[src/rtl/note_lane_gen.sv]
// Multi-lane note position generator: each lane sweeps a shared START..END window
// by STEP per advance strobe, in wrap, bounce or one-shot mode.
module note_lane_gen #(
    parameter int unsigned LANES     = 4,
    parameter int unsigned WIDTH     = 8,
    parameter int unsigned DEF_START = 140,
    parameter int unsigned DEF_END   = 156,
    parameter int unsigned DEF_STEP  = 4
) (
    input  logic                   clk,
    input  logic                   resetn,
    input  logic                   map,
    input  logic [LANES-1:0]       lane_en,
    input  logic [1:0]             mode,
    input  logic                   cfg_load,
    input  logic [WIDTH-1:0]       cfg_start,
    input  logic [WIDTH-1:0]       cfg_end,
    input  logic [WIDTH-1:0]       cfg_step,
    output logic [LANES-1:0]       data_en,
    output logic [LANES*WIDTH-1:0] data,
    output logic [LANES-1:0]       wrap,
    output logic [LANES-1:0]       done,
    output logic                   cfg_err
);

    localparam logic [1:0] MODE_BOUNCE  = 2'b01;
    localparam logic [1:0] MODE_ONESHOT = 2'b10;

    typedef enum logic [1:0] {
        IDLE = 2'b00,
        RUN  = 2'b01,
        DONE = 2'b10
    } lane_state_t;

    lane_state_t      state_q [LANES];
    lane_state_t      state_d [LANES];
    logic [WIDTH-1:0] pos_q   [LANES];
    logic [WIDTH-1:0] pos_d   [LANES];
    logic [WIDTH-1:0] up_next [LANES];
    logic [WIDTH-1:0] dn_next [LANES];
    logic [WIDTH:0]   up_sum  [LANES];
    logic [LANES-1:0] dir_q, dir_d;
    logic [LANES-1:0] data_en_q, data_en_d;
    logic [LANES-1:0] wrap_q, wrap_d;
    logic [LANES-1:0] done_q, done_d;
    logic             cfg_err_q, cfg_err_d;
    logic [WIDTH-1:0] start_q, end_q, step_q;
    logic [WIDTH-1:0] start_d, end_d, step_d;
    logic [WIDTH:0]   start_plus_step;
    logic [WIDTH-1:0] bounce_top, bounce_bot;

    // Clamped step targets, computed one bit wider so they cannot wrap around
    always_comb begin
        start_plus_step = {1'b0, start_q} + {1'b0, step_q};
        bounce_top = ({1'b0, end_q} >= start_plus_step) ? (end_q - step_q) : start_q;
        bounce_bot = (start_plus_step > {1'b0, end_q}) ? end_q : start_plus_step[WIDTH-1:0];
        for (int i = 0; i < LANES; i++) begin
            up_sum[i]  = {1'b0, pos_q[i]} + {1'b0, step_q};
            up_next[i] = (up_sum[i] > {1'b0, end_q}) ? end_q : up_sum[i][WIDTH-1:0];
            dn_next[i] = ({1'b0, pos_q[i]} >= start_plus_step) ? (pos_q[i] - step_q) : start_q;
        end
    end

    // Next-state: cfg_load wins over map; each lane advances independently
    always_comb begin
        start_d   = start_q;
        end_d     = end_q;
        step_d    = step_q;
        dir_d     = dir_q;
        data_en_d = data_en_q;
        done_d    = done_q;
        wrap_d    = '0;
        cfg_err_d = 1'b0;
        for (int i = 0; i < LANES; i++) begin
            state_d[i] = state_q[i];
            pos_d[i]   = pos_q[i];
        end

        if (cfg_load) begin
            if (cfg_start <= cfg_end) begin
                start_d   = cfg_start;
                end_d     = cfg_end;
                step_d    = cfg_step;
                dir_d     = '0;
                data_en_d = '0;
                done_d    = '0;
                for (int i = 0; i < LANES; i++) begin
                    state_d[i] = IDLE;
                    pos_d[i]   = cfg_start;
                end
            end else begin
                cfg_err_d = 1'b1;
            end
        end else if (map) begin
            for (int i = 0; i < LANES; i++) begin
                if (lane_en[i]) begin
                    case (state_q[i])
                        IDLE: begin
                            state_d[i]   = RUN;
                            data_en_d[i] = 1'b1;
                        end
                        RUN: begin
                            if (mode == MODE_BOUNCE && dir_q[i]) begin
                                if (pos_q[i] <= start_q) begin
                                    dir_d[i]  = 1'b0;
                                    pos_d[i]  = bounce_bot;
                                    wrap_d[i] = 1'b1;
                                end else begin
                                    pos_d[i] = dn_next[i];
                                end
                            end else begin
                                // Non-bounce modes always run upward
                                dir_d[i] = 1'b0;
                                if (pos_q[i] >= end_q) begin
                                    wrap_d[i] = 1'b1;
                                    if (mode == MODE_BOUNCE) begin
                                        dir_d[i] = 1'b1;
                                        pos_d[i] = bounce_top;
                                    end else if (mode == MODE_ONESHOT) begin
                                        state_d[i] = DONE;
                                        done_d[i]  = 1'b1;
                                        pos_d[i]   = end_q;
                                    end else begin
                                        pos_d[i] = start_q;
                                    end
                                end else begin
                                    pos_d[i] = up_next[i];
                                end
                            end
                        end
                        DONE:    state_d[i] = DONE;
                        default: state_d[i] = IDLE;
                    endcase
                end
            end
        end
    end

    // State and output registers
    always_ff @(posedge clk or negedge resetn) begin
        if (!resetn) begin
            start_q   <= WIDTH'(DEF_START);
            end_q     <= WIDTH'(DEF_END);
            step_q    <= WIDTH'(DEF_STEP);
            dir_q     <= '0;
            data_en_q <= '0;
            wrap_q    <= '0;
            done_q    <= '0;
            cfg_err_q <= 1'b0;
            for (int i = 0; i < LANES; i++) begin
                state_q[i] <= IDLE;
                pos_q[i]   <= WIDTH'(DEF_START);
            end
        end else begin
            start_q   <= start_d;
            end_q     <= end_d;
            step_q    <= step_d;
            dir_q     <= dir_d;
            data_en_q <= data_en_d;
            wrap_q    <= wrap_d;
            done_q    <= done_d;
            cfg_err_q <= cfg_err_d;
            for (int i = 0; i < LANES; i++) begin
                state_q[i] <= state_d[i];
                pos_q[i]   <= pos_d[i];
            end
        end
    end

    always_comb begin
        for (int i = 0; i < LANES; i++) begin
            data[i*WIDTH +: WIDTH] = pos_q[i];
        end
    end

    assign data_en = data_en_q;
    assign wrap    = wrap_q;
    assign done    = done_q;
    assign cfg_err = cfg_err_q;

endmodule

[config.mk]
export PLATFORM = sky130hd
export DESIGN_NAME = note_lane_gen
export DESIGN_NICKNAME = d
export VERILOG_FILES = /design/src/rtl/note_lane_gen.sv
export SDC_FILE = /design/constraint.sdc
export NUM_CORES = 1
export LEC_CHECK = 0
export CAP_MARGIN = 20
export CORE_MARGIN = 5
export CORE_UTILIZATION = 40
export DETAILED_ROUTE_END_ITERATION = 16
export GPL_TIMING_DRIVEN = 0
export PLACE_DENSITY = 0.61
export SETUP_SLACK_MARGIN = 0.1
export SYNTH_ARGS = -nofsm -noshare
export SYNTH_HDL_FRONTEND = slang
export SYNTH_SLANG_ARGS = --single-unit
export TNS_END_PERCENT = 50
[constraint.sdc]
create_clock -name clk -period 5.2 [get_ports clk]
set_input_delay 1.04 -clock clk [delete_from_list [all_inputs] [get_ports clk]]
set_output_delay 1.04 -clock clk [all_outputs]
set_load 0.005 [all_outputs]
==> summary.txt <==
Pwr
  – Sw Ratio: 0.547
  – Leakage power: 5.86 nW
  – Seq pwr share: 0.137
  – Cell internal pwr: 4.37 mW
  – Peak supply drop: 257 µV
  – Power, Total: 9.64 mW
  – NetSw: 5.28 mW
  – Power per Cell Area: 716 nW/µm²
  – Clk network pwr share: 0.072
  – Comb pwr share: 0.790

Clocking
  – Clock buffer depth: 2
  – CTS root buf: clkbuf_16
  – Clk sinks: 81
  – Clk slew on worst S/H paths: 0.07 ns
  – Worst skew pair latency: 0.36 ns
  – Total number of H-tree levels: 3
  – Num CTS Buffers: 9
  – CTS tree: yes
  – Hold_buf cts: 0

Cells and area
  – Share of cells above drive strength 1: 0.0893
  – Fin nets: 1760
  – Finished Cell Area: 13500 µm²
  – Register Area: 2060 µm²
  – Commonest non-fill, non-tap cells in the layout: 231 x ha_1, 105 x o21ai_0, 99 x a21oi_1, 99 x nand2_1, 91 x nor2_1
  – Multi-input logic area: 9190 µm²
  – Fin util: 0.469
  – Area Growth Syn to Fin: 15.6%
  – Commonest non-fill, non-tap cell in the layout: ha_1
  – # fillers: 2881

Critical path
  – Largest delay share family, worst path: compound AO/OA/AOI/OAI gates
  – Slowest CP cell: mux2i_2
  – Crit end category: flop
  – Worst-path cell chain: buf_16 > clkinvlp_4 > fa_1 > nand2b_1 > a21oi_1 > nor2_1 > xnor2_2 > ha_1 > o211a_1 > a211oi_2 > a211o_1 > nand2_4 > mux2i_2 > a221oi_1 > o211a_1
  – Cell mode on critical path: o211a_1
  – WP data required: 5.45 ns
  – Critical path class: reg2reg
  – Max FO, Critical Path: 12
  – Nature of the critical path startpoint: flop
  – CP peak stage delay: 0.58 ns
  – Crit path DAT: 5.12 ns
  – Worst path bufs/invs: 2

Drt
  – Post-DR vias/cell: 6.33
  – Antenna viol nets, final: 0
  – Routed vias: 11900
  – 1st-pass router iterations: 6
  – Iteration-0 DRC Markers: 1249
  – WL final: 50.4 mm
  – Drt wl/cell: 26.9 µm
  – DRC viols: 0

Global route
  – Pin count of the biggest net entering global routing: 53
  – Total grt overflow: 0
  – GR Util All Layers: 0.296
  – Vias in the first global route: 11200
  – First-pass GRT wire length: 72.7 mm
  – Initial antenna violation count: 2

Die
  – Chip Height: 181 µm
  – Row cnt: 62
  – Die area: 32600 µm²
  – Initial Utilization: 0.406
  – Chip width: 181 µm
  – Core Area: 28700 µm²
  – Boundary Pins: 79

Synthesis
  – EDFF count, synth: 0
  – Synth Flop Type: dfrtp_1
  – Ys Warns: 0
  – Seq cells post-synth: 81
  – Cell type with the largest total area after synthesis: ha_1
  – Synth Net Count: 1665
  – Post-synth ARST share: 1.00
  – Count of cell types in the netlist: 88
  – Post-Synth XOR/XNOR Area: 0.0376
  – Adder-cell share of the synthesized area: 0.265
  – Mapped Cells: 1390
  – Post-synthesis mux area share: 0.0486
  – Synth Area in Compound Gates: 0.263
  – Synthesized area per cell: 8.38 µm²
  – Seq/Total Area, Yosys: 0.176
  – Largest family of logic cells by synthesized area: adder cells
  – Synth area leaders: ha_1 25%, dfrtp_1 13%, dfstp_2 4.5%
  – Post-synth top area share: 0.248
  – Netlist Area Pre-Place: 11600 µm²
  – Area share of and/or/nand/nor cells after synthesis: 0.164

Timing
  – Least-Margin Pin Slew: 1.25 ns
  – Setup WS post-layout: 0.325 ns
  – Final min period: 4.87 ns
  – Final number of max-transition violations: 0
  – Achievable Freq: 205 MHz
  – # setup viols final: 0
  – RSZ-0062 raised after global routing: no
  – Final Hold Viols: 0
  – Final Skew: 0.0124 ns
  – Fin Hold WS: 0.491 ns
  – Max_slew headroom: 0.166
  – Period utilisation layout: 0.937

Place
  – Port Buffers: 77
  – Worst slack at placement: -0.331 ns
  – Post-DP HPWL: 35.9 mm
  – Placed instance area: 13000 µm²
  – Gpl congestion: 1.00

Worst hold path
  – HP Class: reg2reg

Run status
  – Status: finished, final reports clean

Flow run
  – MaxCap Viol Count: 0
[layout make-up]
cell class	instances	share of cell area
sequential	81	0.153
inverter	86	0.0251
antenna	1	0.000186
multi-input combinational	1178	0.682
tap	384	0.0357
timing repair buffer	85	0.0654
buffer	44	0.0148
clock inverter	5	0.00455
clock buffer	11	0.0188
[power groups by stage]
stage | logic (mW) | registers [mW] | clock network, mW
2_1_floorplan | 5.13 | 1.07 | 0
5_1_grt | 8.24 | 1.33 | 0.722
3_3_place_gp | 7.02 | 1.31 | 0
4_1_cts | 7.35 | 1.30 | 0.699
6_report | 7.62 | 1.33 | 0.696
3_5_place_dp | 7.16 | 1.31 | 0
[metrics by stage]
| stage | std cells | setup TNS [ns] |
|---|---|---|
| finish | 1875 | 0 |
| global route | 1874 | 0 |
| CTS | 1873 | 0 |
| detailed placement | 1853 | -5.13 |
| global placement | 1851 | -35.50 |
| floorplan | 1390 | 0 |
[layer usage]
layer	wire length, µm	track usage
met1	21600	0.418
met2	20700	0.435
met3	5380	0.0644
met4	2820	0.127
met5	7	0
[state kept, by name (all words and copies together), names as in the netlist, 8 cells and up]
register / flops
step_q: 8
state_q: 8
start_q: 8
data: 32
end_q: 8
[cell usage after synthesis (all sizes together) (33+ instances only)]
cell and number:
a21oi 107, clkbuf 33, dfrtp 61, ha 231, inv 86, mux2i 37
nand2 101, nand2b 33, nor2 93, nor2b 41, o21ai 105, xnor2 42
[logic make-up (layout without fill, tap and decap cells)]
family | after synthesis | after routing
AOI/OAI and AO/OA | 448 | 448
xor gates and xnor gates | 50 | 50
adders and majority gates | 241 | 241
buffers and inverters | 131 | 231
DFF | 81 | 81
muxes | 54 | 54
other | 0 | 1
and+or+nand+nor | 385 | 385
[worst paths after layout]
kind,startpoint,to,slack [ns],cells after the start
setup / recovery,step_q[1],data[28],0.33,15
setup reg to reg,step_q[1],data[28],0.33,15
hold / removal,state_q[3],state_q[3],0.49,2
min in group asynchronous,resetn,state_q[7],0.63,1
max in group asynchronous,resetn,data[10],3.85,2
hold reg to reg,state_q[3],state_q[3],0.49,2
[tightest hold or removal path, cell delays in order (launching register included)]
cell,delay (ns)
dfrtp_1,0.34
nand2_1,0.04
o21ai_0,0.07
[timing repair]
| action | in CTS | in global routing |
|---|---|---|
| gates resized for setup | 20 | 12 |
| pin swaps | 1 | 0 |
| endpoints found under the setup margin | 32 | 32 |
| setup buffers | 4 | 2 |
| cloned | 0 | 0 |
(Power assumes the default switching activity.)
